**src/rtl/regfile_writeback.sv**
```systemverilog
// regfile_writeback
//   Write-side front end for the 32x32 integer register file. Merges the
//   single-cycle ALU result and the buffered LSU result stream onto the
//   file's one synchronous write port, and tracks in-flight long-latency
//   destinations so issue can stall on RAW hazards.
//
// Ports
//   clk, rst_n                  clock, async active-low reset
//   alu_valid/alu_rd/alu_data   ALU result (accepted whenever alu_stall = 0)
//   alu_stall                   FIFO full; ALU must hold off so the FIFO drains
//   lsu_valid/lsu_rd/lsu_data   LSU result offer
//   lsu_ready                   FIFO has room
//   issue_set/issue_rd          long-latency op issued towards issue_rd
//   rs1/rs2, rs1_busy/rs2_busy  hazard query for the instruction in issue
//   w_en/rd/w_data              registered register-file write port
module regfile_writeback #(
  parameter int LSU_DEPTH = 2
) (
  input  logic        clk,
  input  logic        rst_n,
  input  logic        alu_valid,
  input  logic [4:0]  alu_rd,
  input  logic [31:0] alu_data,
  output logic        alu_stall,
  input  logic        lsu_valid,
  output logic        lsu_ready,
  input  logic [4:0]  lsu_rd,
  input  logic [31:0] lsu_data,
  input  logic        issue_set,
  input  logic [4:0]  issue_rd,
  input  logic [4:0]  rs1,
  input  logic [4:0]  rs2,
  output logic        rs1_busy,
  output logic        rs2_busy,
  output logic        w_en,
  output logic [4:0]  rd,
  output logic [31:0] w_data
);

  localparam int PW = $clog2(LSU_DEPTH);
  localparam int CW = $clog2(LSU_DEPTH) + 1;

  typedef struct packed {
    logic [4:0]  rd;
    logic [31:0] data;
  } wb_ent_t;

  wb_ent_t        fifo_q [LSU_DEPTH];
  logic [PW-1:0]  head_q, tail_q;
  logic [CW-1:0]  cnt_q;
  logic [31:0]    pending_q, pending_d;

  logic    full, empty;
  logic    alu_take, lsu_push, lsu_pop;
  wb_ent_t head_ent;

  assign full      = (cnt_q == CW'(LSU_DEPTH));
  assign empty     = (cnt_q == '0);
  assign alu_stall = full;
  assign lsu_ready = ~full;

  // A stalled ALU result is a protocol violation; ignoring it guarantees
  // the head drains and the ALU can never starve the LSU.
  assign alu_take = alu_valid & ~full;
  assign lsu_push = lsu_valid & ~full;
  // cnt_q is pre-push, so an entry pushed this cycle is never popped with it.
  assign lsu_pop  = ~alu_take & ~empty;
  assign head_ent = fifo_q[head_q];

  assign rs1_busy = pending_q[rs1] & (rs1 != 5'd0);
  assign rs2_busy = pending_q[rs2] & (rs2 != 5'd0);

  // Data array carries no reset: contents are qualified by cnt_q.
  always_ff @(posedge clk) begin
    if (lsu_push) fifo_q[tail_q] <= '{rd: lsu_rd, data: lsu_data};
  end

  always_ff @(posedge clk or negedge rst_n) begin
    if (!rst_n) begin
      head_q <= '0;
      tail_q <= '0;
      cnt_q  <= '0;
    end else begin
      if (lsu_push) tail_q <= tail_q + PW'(1);
      if (lsu_pop)  head_q <= head_q + PW'(1);
      case ({lsu_push, lsu_pop})
        2'b10:   cnt_q <= cnt_q + CW'(1);
        2'b01:   cnt_q <= cnt_q - CW'(1);
        default: cnt_q <= cnt_q;
      endcase
    end
  end

  // Set is applied after clear so a same-cycle set of the popped rd wins.
  always_comb begin
    pending_d = pending_q;
    if (lsu_pop) pending_d[head_ent.rd] = 1'b0;
    if (issue_set && issue_rd != 5'd0) pending_d[issue_rd] = 1'b1;
  end

  always_ff @(posedge clk or negedge rst_n) begin
    if (!rst_n) pending_q <= '0;
    else        pending_q <= pending_d;
  end

  // Write port: ALU first, else FIFO head. rd 0 still updates rd/w_data
  // but never asserts w_en.
  always_ff @(posedge clk or negedge rst_n) begin
    if (!rst_n) begin
      w_en   <= 1'b0;
      rd     <= '0;
      w_data <= '0;
    end else if (alu_take) begin
      w_en   <= (alu_rd != 5'd0);
      rd     <= alu_rd;
      w_data <= alu_data;
    end else if (lsu_pop) begin
      w_en   <= (head_ent.rd != 5'd0);
      rd     <= head_ent.rd;
      w_data <= head_ent.data;
    end else begin
      w_en   <= 1'b0;
    end
  end

endmodule

```
**config.mk**
```make
export PLATFORM = sky130hd
export DESIGN_NAME = regfile_writeback
export DESIGN_NICKNAME = d
export VERILOG_FILES = /design/src/rtl/regfile_writeback.sv
export SDC_FILE = /design/constraint.sdc
export NUM_CORES = 1
export LEC_CHECK = 0
export CAP_MARGIN = 20
export CELL_PAD_IN_SITES_DETAIL_PLACEMENT = 0
export CELL_PAD_IN_SITES_GLOBAL_PLACEMENT = 2
export CORE_MARGIN = 5
export CORE_UTILIZATION = 34
export DETAILED_ROUTE_END_ITERATION = 7
export GPL_TIMING_DRIVEN = 0
export PLACE_DENSITY = 0.9
export SETUP_SLACK_MARGIN = 0.15
export SLEW_MARGIN = 15
export SYNTH_ARGS = -nofsm -noshare
export SYNTH_HDL_FRONTEND = slang
export SYNTH_SLANG_ARGS = --single-unit
```
**constraint.sdc**
```tcl
create_clock -name clk -period 3.66 [get_ports clk]
set_clock_uncertainty 0.15 [all_clocks]
set_input_delay 0.732 -clock clk [delete_from_list [all_inputs] [get_ports clk]]
set_output_delay 0.732 -clock clk [all_outputs]
set_load 0.05 [all_outputs]
```
==> impl_results.md <==
- Iteration-0 DRC Markers: 303
- Worst endpoint required time: approximately 2.8 ns
- DRC violations left: 0
- Htree depth: 4
- Switching pwr: 0.00308 W
- Kind of critical path: primary input to output pin
- Worst min path class: primary input to asynchronous set/reset pin
- Die Span X: between 100 and 150 um
- Headroom to the max-slew limit: 0.608
- Combinational Power Share: 0.413
- Reg2Reg Setup Slack: about 1.5 ns
- Total design power: ~0.0078 W
- Mean Syn Cell Area: around 13 um2
- Number of hold buffers added after cts: 0
- Number of I/O pins: about 140
- Internal power: between 0.004 and 0.005 W
- Status: finished clean
- Clock Latency Late Sink: 0.42 ns
- Final std cells w/o fill: 942
- PwrDens: between 800 and 900 nW/um2
- Input/output buffers: between 100 and 150
- Die Area: around 22000 um2
- Layout area overhead: 36.2%
- Seq pwr share: 0.346
- Wirelength per Cell: around 19 um
- Switching share of total power: 0.393
- Rows: 51
- DP HPWL: approximately 13000 um
- Worst Max-Slew Pin Slew: 0.587 ns
- Crit. End Element: output pin
- Total GRT Usage: 0.160
- Clk pin slew, worst setup/hold paths: around 0.07 ns
- Overflow after GRT: 0
- Period utilisation layout: 0.938
- Final setup viols: 0
- Final Hold Slack: about 0.13 ns
- Placed cell areas: 8350 um2
- TritonCTS buffer count: 17
- Antenna Cells: 0
- Clock buffer depth: 2
- Unrepaired setup endpoints after global routing: true
- Pin count of the biggest net entering global routing: 39
- Design area: 9000 um2
- Synth unique cells: between 40 and 50
- Placed Cells incl. Taps: 910
- Synth Warn #: 0
- Final Slew Violations: 0
- CP bufs+invs: 3
- Leak: approximately 3.5 nW
- Num Clock Sinks: ~150
- Fin util: 0.467
- Total nets after synthesis: between 600 and 700
- Cells along the critical path: clkdlybuf4s50_1 -> buf_6 -> mux2_2 -> o311a_1 -> nand3_1 -> nand4_1 -> buf_2
- Slowest-stage cell, CP: clkdlybuf4s50_1
- First-pass DRT Iterations: 4
- Crit-path leading delay family: buffers and inverters
- CTS tree: done
- Cells after synthesis: around 500
- Mapped Area: 6610 um2
- Clk root buf: clkbuf_16
- Via Count: just under 5000
- Antenna-violating nets left: 0
- Most frequent cells in the layout: clkdlybuf4s50_1, o21ai_0, edfxtp_1
- Crit path max fanout: 10
- Number of global-route vias before repair: approximately 5300
- Commonest non-fill, non-tap cell in the layout: clkdlybuf4s50_1
- Largest stage delay, worst path: between 0.5 and 0.6 ns
- Seq/Total Area, Yosys: 0.613
- Core Region: ~19000 um2
- Type of origin of the critical path: primary input
- Die height: ~150 um
- Max_cap viols: 0
- Final #Nets: about 760
- Ratio of cells with drive above 1 in the final layout: 0.170
- Clock Power Share: 0.241
- Final Hold Viols: 0
- GP Congestion: slightly above 0.8
- Fmax: roughly 290 MHz
- FF+latch count, synth: approximately 150
- Routed wire length: 17500 um
- Post-layout min period: 3.43 ns
- Initial antenna violation count: 3
- Starting Density: 0.343
- Maximum VDD drop: approximately 0.00055 V
- First-pass GRT wire length: 27800 um
- CP Data Arrival Time: roughly 2.6 ns
- Vias per std cell: 5.13
==> power groups by stage <==
stage	logic (W)	clock network, W	registers [W]
after floorplan	0.00143	0	0.00339
after global placement	0.00316	0	0.00272
after detailed placement	0.00325	0	0.00274
after CTS	0.00326	0.00191	0.00272
after global routing	0.00347	0.00198	0.00278
final	0.00323	0.00188	0.00271
==> worst register-to-register path: cells and delay by family, from the launching register on <==
family | cells | cell delay [ns]
buffers and inverters | 3 | 0.63
and+or+nand+nor | 3 | 0.68
DFF | 1 | 0.35
==> registers in the layout (all words and copies together), names as in the netlist <==
| name | flops |
|---|---|
| w_data | 32 |
| cnt_q | 2 |
| fifo_q | 74 |
| w_en | 1 |
| tail_q | 1 |
| head_q | 1 |
| pending_q | 31 |
| rd | 5 |
==> logic make-up after synthesis <==
group,after synthesis,synth area share
AND/OR/NAND/NOR,99,0.0727
AO/OA/AOI/OAI,127,0.111
XOR/XNOR,5,0.00663
buffers and inverters,30,0.0250
adder cells (fa/ha/maj),1,0.00189
flip-flops,147,0.613
multiplexers,98,0.170
==> worst paths after layout <==
check                                start  cells after the start             to
worst max-delay path                rs1[2]                      7       rs1_busy
worst min-delay path                 rst_n                      1      w_data[7]
worst max register to register    cnt_q[1]                      6  fifo_q[0][10]
worst min register to register  w_data[25]                      2     w_data[25]
max in group asynchronous            rst_n                      2          rd[2]
min in group clk                w_data[25]                      2     w_data[25]
==> through the flow <==
stage / worst slack, ns / setup TNS [ns]
6_report: 0.228 / 0
5_1_grt: 0.145 / 0
4_1_cts: 0.195 / 0
3_5_place_dp: -0.342 / -0.682
3_3_place_gp: -0.883 / -94.29
2_1_floorplan: 0.444 / 0
==> synthesized netlist by cell type (all sizes together) <==
master | number | share of area
or4b | 1 | 0.0015
dfrtp | 73 | 0.28
nor3b | 1 | 0.0011
mux4 | 6 | 0.021
a22oi | 5 | 0.0057
a2bb2oi | 1 | 0.0013
a2111oi | 1 | 0.0013
or4 | 2 | 0.0023
nor3 | 2 | 0.0015
o2bb2ai | 1 | 0.0013
a32oi | 3 | 0.0040
o311a | 2 | 0.0030
a21oi | 2 | 0.0015
o22ai | 2 | 0.0028
a211oi | 1 | 0.0011
ha | 1 | 0.0019
nand2 | 43 | 0.026
nand2b | 4 | 0.0038
a221o | 1 | 0.0015
nor2 | 8 | 0.0045
and3 | 1 | 0.00095
or2 | 2 | 0.0019
xor2 | 2 | 0.0027
buf | 22 | 0.020
edfxtp | 74 | 0.34
o21ai | 100 | 0.076
clkbuf | 4 | 0.0023
nor2b | 12 | 0.011
xnor2 | 3 | 0.0040
o211ai | 3 | 0.0049
mux2 | 42 | 0.072
inv | 4 | 0.0023
mux2i | 50 | 0.076
a311oi | 2 | 0.0027
a221oi | 1 | 0.0013
nand3 | 19 | 0.014
nand4 | 4 | 0.0038
o21bai | 1 | 0.0011
a2111o | 1 | 0.0017
==> timing repair <==
item                       4_1_cts  5_1_grt
setup buffers                    0        0
resized for setup               12        3
pin swaps                        0        0
setup endpoints to repair        2        2
==> routing by layer <==
metal  global-route usage  part of all wire  up-vias
met3               0.0602             0.080       43
met5                    0            0.0025        -
met1                0.183              0.40     2373
met4               0.0714             0.029        6
met2                0.269              0.49      175
li1                     -                 -     2231
==> final cells by class <==
type	count	area (um2)
Sequential cell	147	4050
Tap cell	265	332
Multi-Input combinational cell	330	2400
Timing Repair Buffer	138	1400
Inverter	4	15.0
Clock buffer	17	425
Buffer	26	163
Fill cell	1772	10300
Clock inverter	15	213
No activity file was read; power rests on OpenSTA's default activity.
